File: src/rtl/fnd_scan_controller_pkg.sv
// Shared types and constants for the 4-digit FND scan controller.
package fnd_scan_controller_pkg;

  localparam int unsigned NUM_DIGITS = 4;
  localparam int unsigned DIGIT_W    = 4;
  localparam int unsigned SEL_W      = 2;
  localparam int unsigned BCD_W      = NUM_DIGITS * DIGIT_W;
  localparam int unsigned BCD_MAX    = 9999;

  typedef enum logic [1:0] {
    CONV_IDLE  = 2'd0,
    CONV_SHIFT = 2'd1,
    CONV_DONE  = 2'd2
  } conv_state_e;

  // Double-dabble correction: add 3 to every nibble that is 5 or more.
  function automatic logic [BCD_W-1:0] bcd_add3(input logic [BCD_W-1:0] acc);
    logic [BCD_W-1:0] res;
    res = acc;
    for (int i = 0; i < NUM_DIGITS; i++) begin
      if (acc[i*DIGIT_W +: DIGIT_W] >= 4'd5) begin
        res[i*DIGIT_W +: DIGIT_W] = acc[i*DIGIT_W +: DIGIT_W] + 4'd3;
      end
    end
    return res;
  endfunction

  // Position of the most significant nonzero digit (0 when the value is 0).
  function automatic logic [SEL_W-1:0] msd_index(input logic [BCD_W-1:0] bcd);
    logic [SEL_W-1:0] idx;
    idx = '0;
    for (int i = 1; i < NUM_DIGITS; i++) begin
      if (bcd[i*DIGIT_W +: DIGIT_W] != 4'd0) begin
        idx = SEL_W'(i);
      end
    end
    return idx;
  endfunction

endpackage

File: src/rtl/fnd_bin2bcd.sv
// Iterative binary-to-BCD converter (double dabble), one bit per cycle.
module fnd_bin2bcd
  import fnd_scan_controller_pkg::*;
#(
  parameter int unsigned CONV_BITS = 14
) (
  input  logic                 i_clk,
  input  logic                 i_reset,
  input  logic [CONV_BITS-1:0] i_value,
  input  logic                 i_load,
  output logic                 o_busy,
  output logic                 o_done,
  output logic                 o_ovf,
  output logic [BCD_W-1:0]     o_bcd
);

  localparam int unsigned CNT_W = $clog2(CONV_BITS + 1);
  localparam logic [CNT_W-1:0] LAST_CNT = CNT_W'(CONV_BITS - 1);
  localparam logic [CONV_BITS-1:0] CLAMP_VAL = CONV_BITS'(BCD_MAX);

  conv_state_e          state_q, state_d;
  logic [CONV_BITS-1:0] bin_q, bin_d;
  logic [BCD_W-1:0]     acc_q, acc_d;
  logic [CNT_W-1:0]     cnt_q, cnt_d;
  logic                 ovf_q, ovf_d;
  logic                 busy_q, busy_d;
  logic                 done_q, done_d;
  logic                 over_c;
  logic [BCD_W-1:0]     acc_adj;

  assign over_c  = (64'(i_value) > 64'(BCD_MAX));
  assign acc_adj = bcd_add3(acc_q);

  // State register.
  always_ff @(posedge i_clk) begin
    if (i_reset) state_q <= CONV_IDLE;
    else         state_q <= state_d;
  end

  // Next-state logic.
  always_comb begin
    state_d = state_q;
    case (state_q)
      CONV_IDLE:  if (i_load) state_d = CONV_SHIFT;
      CONV_SHIFT: if (cnt_q == LAST_CNT) state_d = CONV_DONE;
      CONV_DONE:  state_d = CONV_IDLE;
      default:    state_d = CONV_IDLE;
    endcase
  end

  // Datapath and flag next values.
  always_comb begin
    bin_d  = bin_q;
    acc_d  = acc_q;
    cnt_d  = cnt_q;
    ovf_d  = ovf_q;
    busy_d = (state_d != CONV_IDLE);
    done_d = (state_d == CONV_DONE);
    case (state_q)
      CONV_IDLE: begin
        if (i_load) begin
          bin_d = over_c ? CLAMP_VAL : i_value;
          acc_d = '0;
          cnt_d = '0;
          ovf_d = over_c;
        end
      end
      CONV_SHIFT: begin
        acc_d = {acc_adj[BCD_W-2:0], bin_q[CONV_BITS-1]};
        bin_d = bin_q << 1;
        cnt_d = cnt_q + CNT_W'(1);
      end
      default: ;
    endcase
  end

  // Datapath and flag registers.
  always_ff @(posedge i_clk) begin
    if (i_reset) begin
      bin_q  <= '0;
      acc_q  <= '0;
      cnt_q  <= '0;
      ovf_q  <= 1'b0;
      busy_q <= 1'b0;
      done_q <= 1'b0;
    end else begin
      bin_q  <= bin_d;
      acc_q  <= acc_d;
      cnt_q  <= cnt_d;
      ovf_q  <= ovf_d;
      busy_q <= busy_d;
      done_q <= done_d;
    end
  end

  assign o_busy = busy_q;
  assign o_done = done_q;
  assign o_ovf  = ovf_q;
  assign o_bcd  = acc_q;

endmodule

File: src/rtl/fnd_scan_controller.sv
// 4-digit FND scan controller: binary load, BCD conversion, digit scanning, blanking.
module fnd_scan_controller
  import fnd_scan_controller_pkg::*;
#(
  parameter int unsigned CLK_DIV   = 100000,
  parameter int unsigned CONV_BITS = 14
) (
  input  logic                 i_clk,
  input  logic                 i_reset,
  input  logic [CONV_BITS-1:0] i_value,
  input  logic                 i_load,
  input  logic                 i_en,
  input  logic                 i_blank_lz,
  output logic                 o_busy,
  output logic                 o_ovf,
  output logic [SEL_W-1:0]     o_digitSelect,
  output logic [DIGIT_W-1:0]   o_value,
  output logic                 o_en
);

  localparam int unsigned PRE_W = $clog2(CLK_DIV);
  localparam logic [PRE_W-1:0] PRE_LAST = PRE_W'(CLK_DIV - 1);

  logic [PRE_W-1:0] pre_q, pre_d;
  logic [SEL_W-1:0] sel_q, sel_d;
  logic [BCD_W-1:0] disp_q, disp_d;
  logic             conv_done;
  logic [BCD_W-1:0] conv_bcd;
  logic             pre_wrap;
  logic             lz_show;

  fnd_bin2bcd #(
    .CONV_BITS (CONV_BITS)
  ) u_bin2bcd (
    .i_clk   (i_clk),
    .i_reset (i_reset),
    .i_value (i_value),
    .i_load  (i_load),
    .o_busy  (o_busy),
    .o_done  (conv_done),
    .o_ovf   (o_ovf),
    .o_bcd   (conv_bcd)
  );

  // Prescaler, scan position and display register next values.
  always_comb begin
    pre_wrap = (pre_q == PRE_LAST);
    pre_d    = pre_wrap ? '0 : pre_q + PRE_W'(1);
    sel_d    = pre_wrap ? sel_q + SEL_W'(1) : sel_q;
    disp_d   = conv_done ? conv_bcd : disp_q;
  end

  // Scan and display registers; the display only changes as a whole word.
  always_ff @(posedge i_clk) begin
    if (i_reset) begin
      pre_q  <= '0;
      sel_q  <= '0;
      disp_q <= '0;
    end else begin
      pre_q  <= pre_d;
      sel_q  <= sel_d;
      disp_q <= disp_d;
    end
  end

  // Digit mux and leading-zero blanking from registered state.
  always_comb begin
    lz_show = !i_blank_lz || (sel_q <= msd_index(disp_q));
    o_value = disp_q[{sel_q, 2'b00} +: DIGIT_W];
    o_en    = i_en && lz_show;
  end

  assign o_digitSelect = sel_q;

endmodule
File: config.mk
export PLATFORM = sky130hd
export DESIGN_NAME = fnd_scan_controller
export DESIGN_NICKNAME = d
export VERILOG_FILES = /design/src/rtl/fnd_scan_controller_pkg.sv /design/src/rtl/fnd_bin2bcd.sv /design/src/rtl/fnd_scan_controller.sv
export SDC_FILE = /design/constraint.sdc
export NUM_CORES = 1
export LEC_CHECK = 0
export CORE_MARGIN = 2
export CORE_UTILIZATION = 52
export DETAILED_ROUTE_END_ITERATION = 7
export HOLD_SLACK_MARGIN = 0.12
export PLACE_DENSITY = 0.81
export SETUP_SLACK_MARGIN = 0.05
export SLEW_MARGIN = 15
export SYNTH_ARGS = -nofsm -noshare
export SYNTH_HDL_FRONTEND = slang
export SYNTH_HIERARCHICAL = 1
export SYNTH_SLANG_ARGS = --single-unit
File: constraint.sdc
create_clock -name i_clk -period 2.1 [get_ports i_clk]
set_input_delay 0.63 -clock i_clk [delete_from_list [all_inputs] [get_ports i_clk]]
set_output_delay 0.63 -clock i_clk [all_outputs]
set_load 0.02 [all_outputs]
==> qor.yml, run 1 <==
logic_synthesis:
  async_reset_ff_frac: 0
  synth.distinct_cells: 58
  ys.flop_type: "dfxtp_1"
  syn_inst: 387
  synth_edf_count: 0
  netlist_area_mm2: 0.003650
  ys_ff_latch: 74
  syn_nets: 419
  ys_warn_count: 6
  synth_seq_area_share: 0.4059
  synth_area_per_cell_um2: 9.431
clocking:
  numCtsBuffers: 9
  clk_pin_slew_ns: 0.08
  cts_tree: "done"
  cts_buffer_depth: 2
  cts_setup_buffers: 0
  h-tree-depth: 3
  root_buffer: "clkbuf_8"
  clock-sinks: 74
  clk_latency_ns: 0.34
global_routing:
  grt_max_degree: 25
  grt_pass1_wl_mm: 13.30
  grt_overflow: 0
  grt_antenna_before_repair: 0
  grt_pass1_vias: 2988
  gr-usage-all-layers: 0.2193
detailed_routing:
  drt_iter0_markers: 115
  ant_nets: 0
  routedWlPerCell_um: 14.92
  via_count: 3091
  drc: 0
  vias_per_cell: 5.703
  dr.pass1.iters: 5
  drt-total-wl_mm: 8.089
power_and_ir_drop:
  total_power_mw: 2.899
  clockPowerShare: 0.415
  intPower_mw: 2.218
  leakage_nw: 1.576
  max-vdd-ir-drop_mv: 0.3196
  seqPwrFrac: 0.502
  swShare: 0.2349
  comb_power_share: 0.083
  switching_power_mw: 0.6811
  p_per_area_mw_per_mm2: 651.6
floorplan:
  design.die.area_mm2: 0.007704
  num_io_pins: 28
  core_mm2: 0.006794
  die_w_um: 87.78
  rows: 30
  initial_core_util: 0.5372
  die-height_um: 87.78
sta:
  min_period_over_period: 1.317
  rsz0062_at_grt: "yes"
  setup_violations: 5
  setup_slack_ns: -0.6653
  maxSlewHeadroom: 0.7131
  final.setup_skew_ns: 0.005926
  final_hold_viol_count: 0
  clock.fmax_mhz: 361.6
  timing.hold.ws_ns: 0.4694
  slew_violations: 0
  tightest_slew_ns: 0.4263
  period_minus_slack_ns: 2.765
setup_path:
  regToRegStartpoint: "pre_q[0]"
  crit_arrival_ns: 2.14
  path_max_fanout: 2
  startpoint_type: "flop"
  critical_path_class: "flop to output pin"
  worstPathRequired_ns: 1.47
  crit_path_end_kind: "output pin"
  startpoint: "disp_q[15]"
final_layout:
  area_growth_pct: 21.91
  n_antenna_cell: 0
  seq_area_mm2: 0.001486
  fin_nets: 473
  final_cell_count_no_fill: 542
  finish.utilization: 0.6549
  layout-drive-gt1-share: 0.1861
  fill_cells: 559
  multiInputGateArea_mm2: 0.001956
  design_area_mm2: 0.004449
place:
  globalplace.congestion: 0.8357
  place_hpwl_mm: 5.757
  dp_cells: 526
  io_buffers: 27
  placed_area_mm2: 0.004222
worst_hold_path:
  worstHoldPathType: "flop to flop"
  hp-start: "u_bin2bcd/bin_q[13]"
run_status:
  violations: "setup timing"
  status: "complete, but fails checks"
job:
  maxCapViolCount: 0
## placed cells by master (no fill, tap or decap), types with 7 or more instances in the layout
| cell | synthesis | final |
|---|---|---|
| ha_1 | 13 | 13 |
| o211ai_1 | 10 | 10 |
| dfxtp_1 | 74 | 72 |
| buf_4 | 3 | 34 |
| a21oi_1 | 17 | 17 |
| nand4_1 | 11 | 11 |
| o21ai_0 | 11 | 11 |
| clkbuf_8 | 1 | 9 |
| xnor2_1 | 10 | 10 |
| clkdlybuf4s50_1 | 0 | 20 |
| inv_1 | 22 | 22 |
| o2111ai_1 | 8 | 8 |
| nor2b_1 | 7 | 7 |
| nor2_1 | 36 | 36 |
| nand2_1 | 14 | 14 |
| mux2i_1 | 18 | 18 |
| xor2_1 | 7 | 7 |
| nand3_1 | 19 | 19 |
## worst max-delay path: stages, from the launching register on
cell and delay, ns:
dfxtp_2 0.33, or4_4 0.54, o21bai_1 0.17, ha_1 0.29, nand2_1 0.07, nand2_1 0.06, o21a_2 0.18, buf_2 0.15
## Yosys cell counts (all sizes together) (2+ instances only)
master | count | area, um2
nand2 | 15 | 63.81
clkbuf | 10 | 47.54
nor3b | 3 | 32.53
ha | 13 | 162.7
o221ai | 3 | 26.28
or4 | 2 | 15.01
a21oi | 18 | 93.84
o21a | 7 | 52.55
nand4 | 11 | 68.82
nor3 | 5 | 25.02
xnor2 | 10 | 87.58
nor2b | 7 | 43.79
inv | 22 | 82.58
or2 | 2 | 12.52
o32ai | 7 | 91.34
and3 | 5 | 32.53
a32o | 4 | 40.04
mux4 | 4 | 90.09
nand2b | 6 | 37.54
o21ai | 12 | 60.05
buf | 11 | 87.58
nand3 | 19 | 95.09
and2 | 3 | 18.77
o21ba | 4 | 40.04
or3 | 3 | 18.77
o31ai | 3 | 22.52
dfxtp | 74 | 1481
o21bai | 2 | 15.01
o2111ai | 8 | 70.07
xor2 | 7 | 61.31
nor4 | 5 | 31.28
mux2i | 18 | 180.2
nor4bb | 2 | 20.02
nor2 | 36 | 135.1
a22oi | 4 | 30.03
o211ai | 10 | 75.07
or3b | 2 | 17.52
## flip-flops by register name (all words and copies together), names as in the netlist
| name | count |
|---|---|
| u_bin2bcd/o_bcd | 16 |
| u_bin2bcd/o_done | 1 |
| pre_q | 17 |
| u_bin2bcd/o_ovf | 1 |
| disp_q | 16 |
| o_digitSelect | 2 |
| u_bin2bcd/bin_q | 14 |
| u_bin2bcd/o_busy | 1 |
| u_bin2bcd/state_q | 2 |
| u_bin2bcd/cnt_q | 4 |
## power groups by stage
stage | Sequential (mW) | Clock, mW | Combinational (mW)
floorplan | 1.49 | 0 | 0.136
global placement | 1.49 | 0 | 0.233
detailed placement | 1.49 | 0 | 0.238
CTS | 1.46 | 1.22 | 0.238
global route | 1.46 | 1.29 | 0.261
finish | 1.46 | 1.20 | 0.240
## layer usage
layer	up-vias	wire length [um]	GRT usage
met4	0	142	0.08392
met1	1485	3681	0.2642
met3	10	244	0.04713
li1	1526	-	-
met2	70	4021	0.3822
met5	-	0	0
## final timing paths
check | endpoint | slack, ns | cells past startpoint
max | o_en | -0.67 | 7
min | u_bin2bcd/o_bcd[0] | 0.47 | 2
max reg2reg | o_digitSelect[1] | 0.26 | 5
min reg2reg | u_bin2bcd/o_bcd[0] | 0.47 | 2
## per-stage QoR
step	setup slack (ns)	TNS [ns]
2_1_floorplan	-0.09587	-0.09587
3_3_place_gp	-0.6012	-0.8952
3_5_place_dp	-0.6749	-1.147
4_1_cts	-0.6585	-0.7678
5_1_grt	-0.7245	-0.9309
6_report	-0.6653	-0.7027
## layout make-up
type | count | share of cell area
inverter | 23 | 0.01940
tap | 96 | 0.02700
timing repair buffer | 64 | 0.1310
multi-input combinational | 269 | 0.4395
sequential | 74 | 0.3341
clock inverter | 7 | 0.02109
clock buffer | 9 | 0.02784
## timing repair
action                     4_1_cts  5_1_grt
hold endpoints to repair         0        0
hold buffers                     0        0
pin swaps                        0        1
setup endpoints to repair        7        5
gates resized for setup         27        8
## cells by family (layout without fill, tap and decap cells)
family                   count (synthesis)  count (layout)  synth area share
multiplexers                            22              22           0.07405
XOR/XNOR                                17              17           0.04079
AND/OR/NAND/NOR                        131             131            0.1961
AO/OA/AOI/OAI                           86              86            0.1779
buffers and inverters                   44             103           0.06068
flip-flops                              74              74            0.4059
adder cells (fa/ha/maj)                 13              13           0.04457
Note: power is estimated with default switching activity, not from simulation.
==> run 2, diff against run 1 <==
--- a/config.mk
+++ b/config.mk
@@ -5,8 +5,10 @@
 export SDC_FILE = /design/constraint.sdc
 export NUM_CORES = 1
 export LEC_CHECK = 0
+export CELL_PAD_IN_SITES_DETAIL_PLACEMENT = 1
+export CELL_PAD_IN_SITES_GLOBAL_PLACEMENT = 2
 export CORE_MARGIN = 2
-export CORE_UTILIZATION = 52
+export CORE_UTILIZATION = 33
 export DETAILED_ROUTE_END_ITERATION = 7
 export HOLD_SLACK_MARGIN = 0.12
 export PLACE_DENSITY = 0.81
==> run 2 against run 1 <==
  * The flow still finishes with violations (setup timing)
  * Sequential share of layout area is 1.0 points lower
  * Worst hold slack worse by 0.011 ns
  * Setup slack better by 0.074 ns
  * Die area is 55% higher
  * Total power is 2.5% higher
  * Largest power group unchanged
==> qor.yml, run 2 (same netlist as run 1, synthesis figures left out) <==
setup_path:
  worstPathRequired_ns: 1.47  # about the same
  rrSetupSlack_ns: 0.20  # -0.06 ns
  critical_path_class: "flop to output pin"
  crit_path_end_kind: "output pin"
  path_max_fanout: 2  # unchanged
  crit_arrival_ns: 2.06  # -0.08 ns
  startpoint_type: "flop"
sta:
  min_period_over_period: 1.281  # -0.03534
  timing.hold.ws_ns: 0.4582  # -0.01117 ns
  setup_violations: 3  # -2
  clock.fmax_mhz: 371.6  # +2.8%
  final.setup_skew_ns: 0.009696  # +0.003769 ns
  rsz0062_at_grt: "yes"
  tightest_slew_ns: 0.5574  # +0.1311 ns
  setup_slack_ns: -0.5911  # +0.07422 ns
  final_hold_viol_count: 0  # unchanged
  slew_violations: 0  # unchanged
  maxSlewHeadroom: 0.6250  # -0.08819
  fin_setup_tns_ns: -0.5948  # +0.1078 ns
  period_minus_slack_ns: 2.691  # -0.07422 ns
run_status:
  status: "complete, but fails checks"
  violations: "setup timing"
clocking:
  clk_pin_slew_ns: 0.07  # about the same
  clk_latency_ns: 0.36  # +0.02 ns
  cts_buffer_depth: 2  # unchanged
  root_buffer: "clkbuf_8"
  clock-sinks: 74  # unchanged
  hold_buffers: 0  # unchanged
  h-tree-depth: 3  # unchanged
  cts_tree: "done"
  numCtsBuffers: 9  # unchanged
floorplan:
  rows: 38  # +27%
  die-height_um: 109.2  # +24%
  die_w_um: 109.2  # +24%
  initial_core_util: 0.3382  # -0.1990
  design.die.area_mm2: 0.01192  # +55%
  core_mm2: 0.01079  # +59%
  num_io_pins: 28  # unchanged
final_layout:
  largest_reg_flops: 17  # unchanged
  layout_commonest_cell: "dfxtp_1"
  area_growth_pct: 25.44
  n_antenna_cell: 0  # unchanged
  largest_register: "pre_q"
  fin_nets: 480  # +1.5%
  final_cell_mix: "dfxtp_1 (72), buf_4 (42), nor2_1 (35), inv_1 (22), clkdlybuf4s50_1 (20)"
  layout-drive-gt1-share: 0.2013  # +0.01523
  finish.utilization: 0.4242  # -0.2307
power_and_ir_drop:
  leakage_nw: 1.620  # +2.8%
  max-vdd-ir-drop_mv: 0.3648  # +14%
  p_per_area_mw_per_mm2: 649.2  # -0.37%
  total_power_mw: 2.972  # +2.5%
place:
  place_hpwl_mm: 6.880  # +20%
  io_buffers: 27  # unchanged
  globalplace.congestion: 0.7465  # -11%
detailed_routing:
  drt-total-wl_mm: 9.283  # +15%
  via_count: 3124  # +1.1%
  dr.pass1.iters: 4  # -1
  drc: 0  # unchanged
  drt_iter0_markers: 91  # -21%
  ant_nets: 0  # unchanged
  vias_per_cell: 5.277  # -7.5%
  routedWlPerCell_um: 15.68  # +5.1%
global_routing:
  grt_pass1_vias: 3263  # +9.2%
  grt_antenna_before_repair: 0  # unchanged
  gr-usage-all-layers: 0.1662  # -0.05311
  grt_pass1_wl_mm: 15.52  # +17%
  grt_overflow: 0  # unchanged
  grt_max_degree: 22  # -12%
worst_hold_path:
  worstHoldPathType: "flop to flop"
job:
  maxCapViolCount: 0  # unchanged
## run 2: cell types whose count changed in the layout (fill, tap and decap cells not counted), moves of 2 or more
cell        previous run  this run
clkinvlp_4             2         0
clkbuf_1               0         2
buf_4                 34        42
clkinv_2               2         0
clkbuf_8               9        11
## run 2: what timing repair did
action                     CTS  global route
gates resized for setup     30            10
setup endpoints to repair    7             5
pin swaps                    0             1
setup buffers                1             0
hold endpoints to repair     0             0
## run 2: layout make-up
class	count	area [um2]
Tap cell	140	175.2
Clock buffer	13	158.9
Fill cell	1246	6215
Inverter	23	86.33
Timing Repair Buffer	71	629.4
Sequential cell	74	1484
Multi-Input combinational cell	269	1984
Clock inverter	2	60.06
## run 2: worst paths after layout
kind,from,to,depth (start not counted)
worst max-delay path,disp_q[14],o_en,7
worst min-delay path,u_bin2bcd/bin_q[11],u_bin2bcd/bin_q[11],2
worst max register to register,pre_q[0],o_digitSelect[1],5
worst min register to register,u_bin2bcd/bin_q[11],u_bin2bcd/bin_q[11],2
## run 2: worst max-delay path: stages (launching register included)
cell and delay, ns:
dfxtp_2 0.32, or4_4 0.53, o21bai_4 0.20, ha_4 0.23, nand2_2 0.05, nand2_1 0.05, o21a_2 0.19, buf_6 0.12
## run 2: per-stage QoR
| stage | worst slack, ns | area, um2 | instances |
|---|---|---|---|
| 2_1_floorplan | -0.09587 | 3651 | 387 |
| 3_3_place_gp | -0.6118 | 4309 | 576 |
| 3_5_place_dp | -0.6503 | 4309 | 576 |
| 4_1_cts | -0.6699 | 4532 | 592 |
| 5_1_grt | -0.6731 | 4578 | 592 |
| 6_report | -0.5911 | 4578 | 592 |
## run 2: metal layers
| metal | vias to the layer above | GRT usage | wire length, um |
|---|---|---|---|
| met5 | - | 0 | 0 |
| met4 | 0 | 0.06410 | 130 |
| met3 | 8 | 0.03168 | 198 |
| met2 | 28 | 0.2897 | 4670 |
| met1 | 1561 | 0.2009 | 4284 |
| li1 | 1527 | - | - |
## run 2: report_power, final
part | switching (mW) | internal, mW
registers | 0.0242 | 1.43
logic | 0.127 | 0.127
clock network | 0.530 | 0.730
==> run 3, diff against run 2 <==
--- a/config.mk
+++ b/config.mk
@@ -5,14 +5,15 @@
 export SDC_FILE = /design/constraint.sdc
 export NUM_CORES = 1
 export LEC_CHECK = 0
-export CELL_PAD_IN_SITES_DETAIL_PLACEMENT = 1
+export CELL_PAD_IN_SITES_DETAIL_PLACEMENT = 0
 export CELL_PAD_IN_SITES_GLOBAL_PLACEMENT = 2
 export CORE_MARGIN = 2
-export CORE_UTILIZATION = 33
+export CORE_UTILIZATION = 40
 export DETAILED_ROUTE_END_ITERATION = 7
 export HOLD_SLACK_MARGIN = 0.12
-export PLACE_DENSITY = 0.81
+export PLACE_DENSITY = 0.91
 export SETUP_SLACK_MARGIN = 0.05
+export SKIP_LAST_GASP = 1
 export SLEW_MARGIN = 15
 export SYNTH_ARGS = -nofsm -noshare
 export SYNTH_HDL_FRONTEND = slang
==> constraint.sdc (replaced) <==
create_clock -name i_clk -period 3.4 [get_ports i_clk]
set_input_delay 1.02 -clock i_clk [delete_from_list [all_inputs] [get_ports i_clk]]
set_output_delay 1.02 -clock i_clk [all_outputs]
set_load 0.02 [all_outputs]
==> run 3 against run 2 <==
  * The flow now finishes without violations
  * Clock skew down 0.0014 ns
  * Critical path depth unchanged
  * Utilization rose by 5.0 points
  * Sequential cell count did not move
  * Critical path type unchanged
  * Global-route usage is 0.40 points higher
  * Non-clock buffer count down 39
  * Sequential power down 38%
  * Wire length down 16%
  * Final area is 8.8% lower
  * Register-to-register slack better by 1.2 ns
  * First-iteration DRC count is 18% higher
  * Clock power decreased by 39%
==> qor.yml, run 3 (same netlist as run 1, synthesis figures left out) <==
clocking:
  numCtsBuffers: 9  # unchanged
  hold_buffers: 0  # unchanged
  cts_buffer_depth: 2  # unchanged
  root_buffer: "clkbuf_8"
  clock-sinks: 74  # unchanged
  clk_latency_ns: 0.35  # about the same
  cts_tree: "done"
  h-tree-depth: 3  # unchanged
  clk_pin_slew_ns: 0.08  # about the same
final_layout:
  area_growth_pct: 14.43
  finish.utilization: 0.4743  # +0.05010
  layout-drive-gt1-share: 0.09662  # -0.1047
  fin_nets: 441  # -8.1%
  largest_reg_flops: 17  # unchanged
  largest_register: "pre_q"
  n_antenna_cell: 0  # unchanged
  final_cell_mix: "dfxtp_1 (74), nor2_1 (36), clkdlybuf4s50_1 (26), inv_1 (22), nand3_1 (19)"
  layout_commonest_cell: "dfxtp_1"
place:
  io_buffers: 27  # unchanged
  dp_slack_ns: 0.1502  # +0.8004 ns
  globalplace.congestion: 0.7733  # +3.6%
  place_hpwl_mm: 5.451  # -21%
global_routing:
  grt_overflow: 0  # unchanged
  grt_antenna_before_repair: 0  # unchanged
  grt_max_degree: 36  # +64%
  grt_pass1_wl_mm: 13.51  # -13%
  gr-usage-all-layers: 0.1702  # +0.003991
  grt_pass1_vias: 2876  # -12%
setup_path:
  path_max_fanout: 3  # +1
  worstPathRequired_ns: 2.38  # +0.91 ns
  startpoint_type: "flop"
  crit_path_end_kind: "output pin"
  critical_path_class: "flop to output pin"
  crit_arrival_ns: 2.21  # +0.15 ns
floorplan:
  num_io_pins: 28  # unchanged
  initial_core_util: 0.4145  # +0.07630
  die_w_um: 99.52  # -8.8%
  die-height_um: 99.52  # -8.8%
  rows: 34  # -11%
  design.die.area_mm2: 0.009904  # -17%
  core_mm2: 0.008806  # -18%
sta:
  min_period_over_period: 0.9488
  setup_slack_ns: 0.1742  # +0.7653 ns
  clock.fmax_mhz: 310.0
  timing.hold.ws_ns: 0.4602  # +0.001953 ns
  final.setup_skew_ns: 0.008334  # -0.001361 ns
  maxSlewHeadroom: 0.3939  # -0.2310
  final_hold_viol_count: 0  # unchanged
  rsz0062_at_grt: "no"
  period_minus_slack_ns: 3.226
  fin_setup_tns_ns: 0  # +0.5948 ns
  slew_violations: 0  # unchanged
  setup_violations: 0  # -3
  tightest_slew_ns: 0.9079  # +0.3505 ns
detailed_routing:
  dr.pass1.iters: 4  # unchanged
  routedWlPerCell_um: 14.97  # -4.6%
  ant_nets: 0  # unchanged
  drt_iter0_markers: 107  # +18%
  drt-total-wl_mm: 7.812  # -16%
  vias_per_cell: 5.575  # +5.6%
  via_count: 2910  # -6.9%
  drc: 0  # unchanged
run_status:
  status: "completed"
worst_hold_path:
  worstHoldPathType: "flop to flop"
power_and_ir_drop:
  p_per_area_mw_per_mm2: 429.4  # -34%
  leakage_nw: 1.386  # -14%
  max-vdd-ir-drop_mv: 0.1874  # -49%
job:
  maxCapViolCount: 0  # unchanged
[run 3: changes by cell type in the layout (fill, tap and decap cells not counted), sizes merged]
cell and change:
clkdlybuf4s50 +6, clkinvlp +1, clkdlybuf4s15 +1, buf -44
dlygate4sd2 -2, clkbuf -2, clkinv +2
[run 3: metrics by stage]
| stage | power (mW) | instances | instance area, um2 |
|---|---|---|---|
| after floorplan | 1.002 | 387 | 3650 |
| after global placement | 1.050 | 506 | 3958 |
| after detailed placement | 1.052 | 506 | 3958 |
| after CTS | 1.815 | 522 | 4175 |
| after global routing | 1.872 | 522 | 4177 |
| final | 1.794 | 522 | 4177 |
[run 3: layer usage]
layer / track usage / up-vias / share of wire
met5: 0 / - / 0
met4: 0.09694 / 0 / 0.024
met3: 0.02741 / 14 / 0.034
met2: 0.2734 / 58 / 0.47
met1: 0.2169 / 1389 / 0.47
li1: - / 1449 / -
[run 3: final timing paths]
check                           start                  end  slack [ns]  cells after the start
setup reg to reg             pre_q[0]            pre_q[11]        1.36                      5
hold / removal    u_bin2bcd/bin_q[11]  u_bin2bcd/bin_q[11]        0.46                      2
setup / recovery           disp_q[15]                 o_en        0.17                      7
hold reg to reg   u_bin2bcd/bin_q[11]  u_bin2bcd/bin_q[11]        0.46                      2
[run 3: power breakdown]
group | leakage, nW | internal [mW] | switching, mW
combinational | 0.677 | 0.0589 | 0.0698
clock | 0.109 | 0.431 | 0.332
sequential | 0.600 | 0.886 | 0.0162
total | 1.39 | 1.38 | 0.418
[run 3: repair_timing]
| action | CTS | global route |
|---|---|---|
| setup buffers | 0 | 0 |
| endpoints found under the setup margin | 1 | 1 |
| resized for setup | 1 | 1 |
| pin swaps | 0 | 0 |
| hold endpoints to repair | 0 | 0 |
[run 3: critical path, cell delays in order (launching register included)]
cell and delay, ns:
dfxtp_1 0.33, or4_1 0.54, o21bai_1 0.17, ha_1 0.26, nand2_1 0.06, nand2_1 0.05
o21a_1 0.17, clkdlybuf4s15_1 0.28
[run 3: area by class of cell]
| cell class | count | area, um2 |
|---|---|---|
| flip-flops and latches | 74 | 1481 |
| well taps | 108 | 135.1 |
| fillers | 868 | 4629 |
| multi-input cells | 269 | 1947 |
| inverters | 23 | 86.33 |
| clock buffers | 11 | 141.4 |
| clock inverters | 5 | 77.57 |
| repair buffers | 32 | 307.8 |
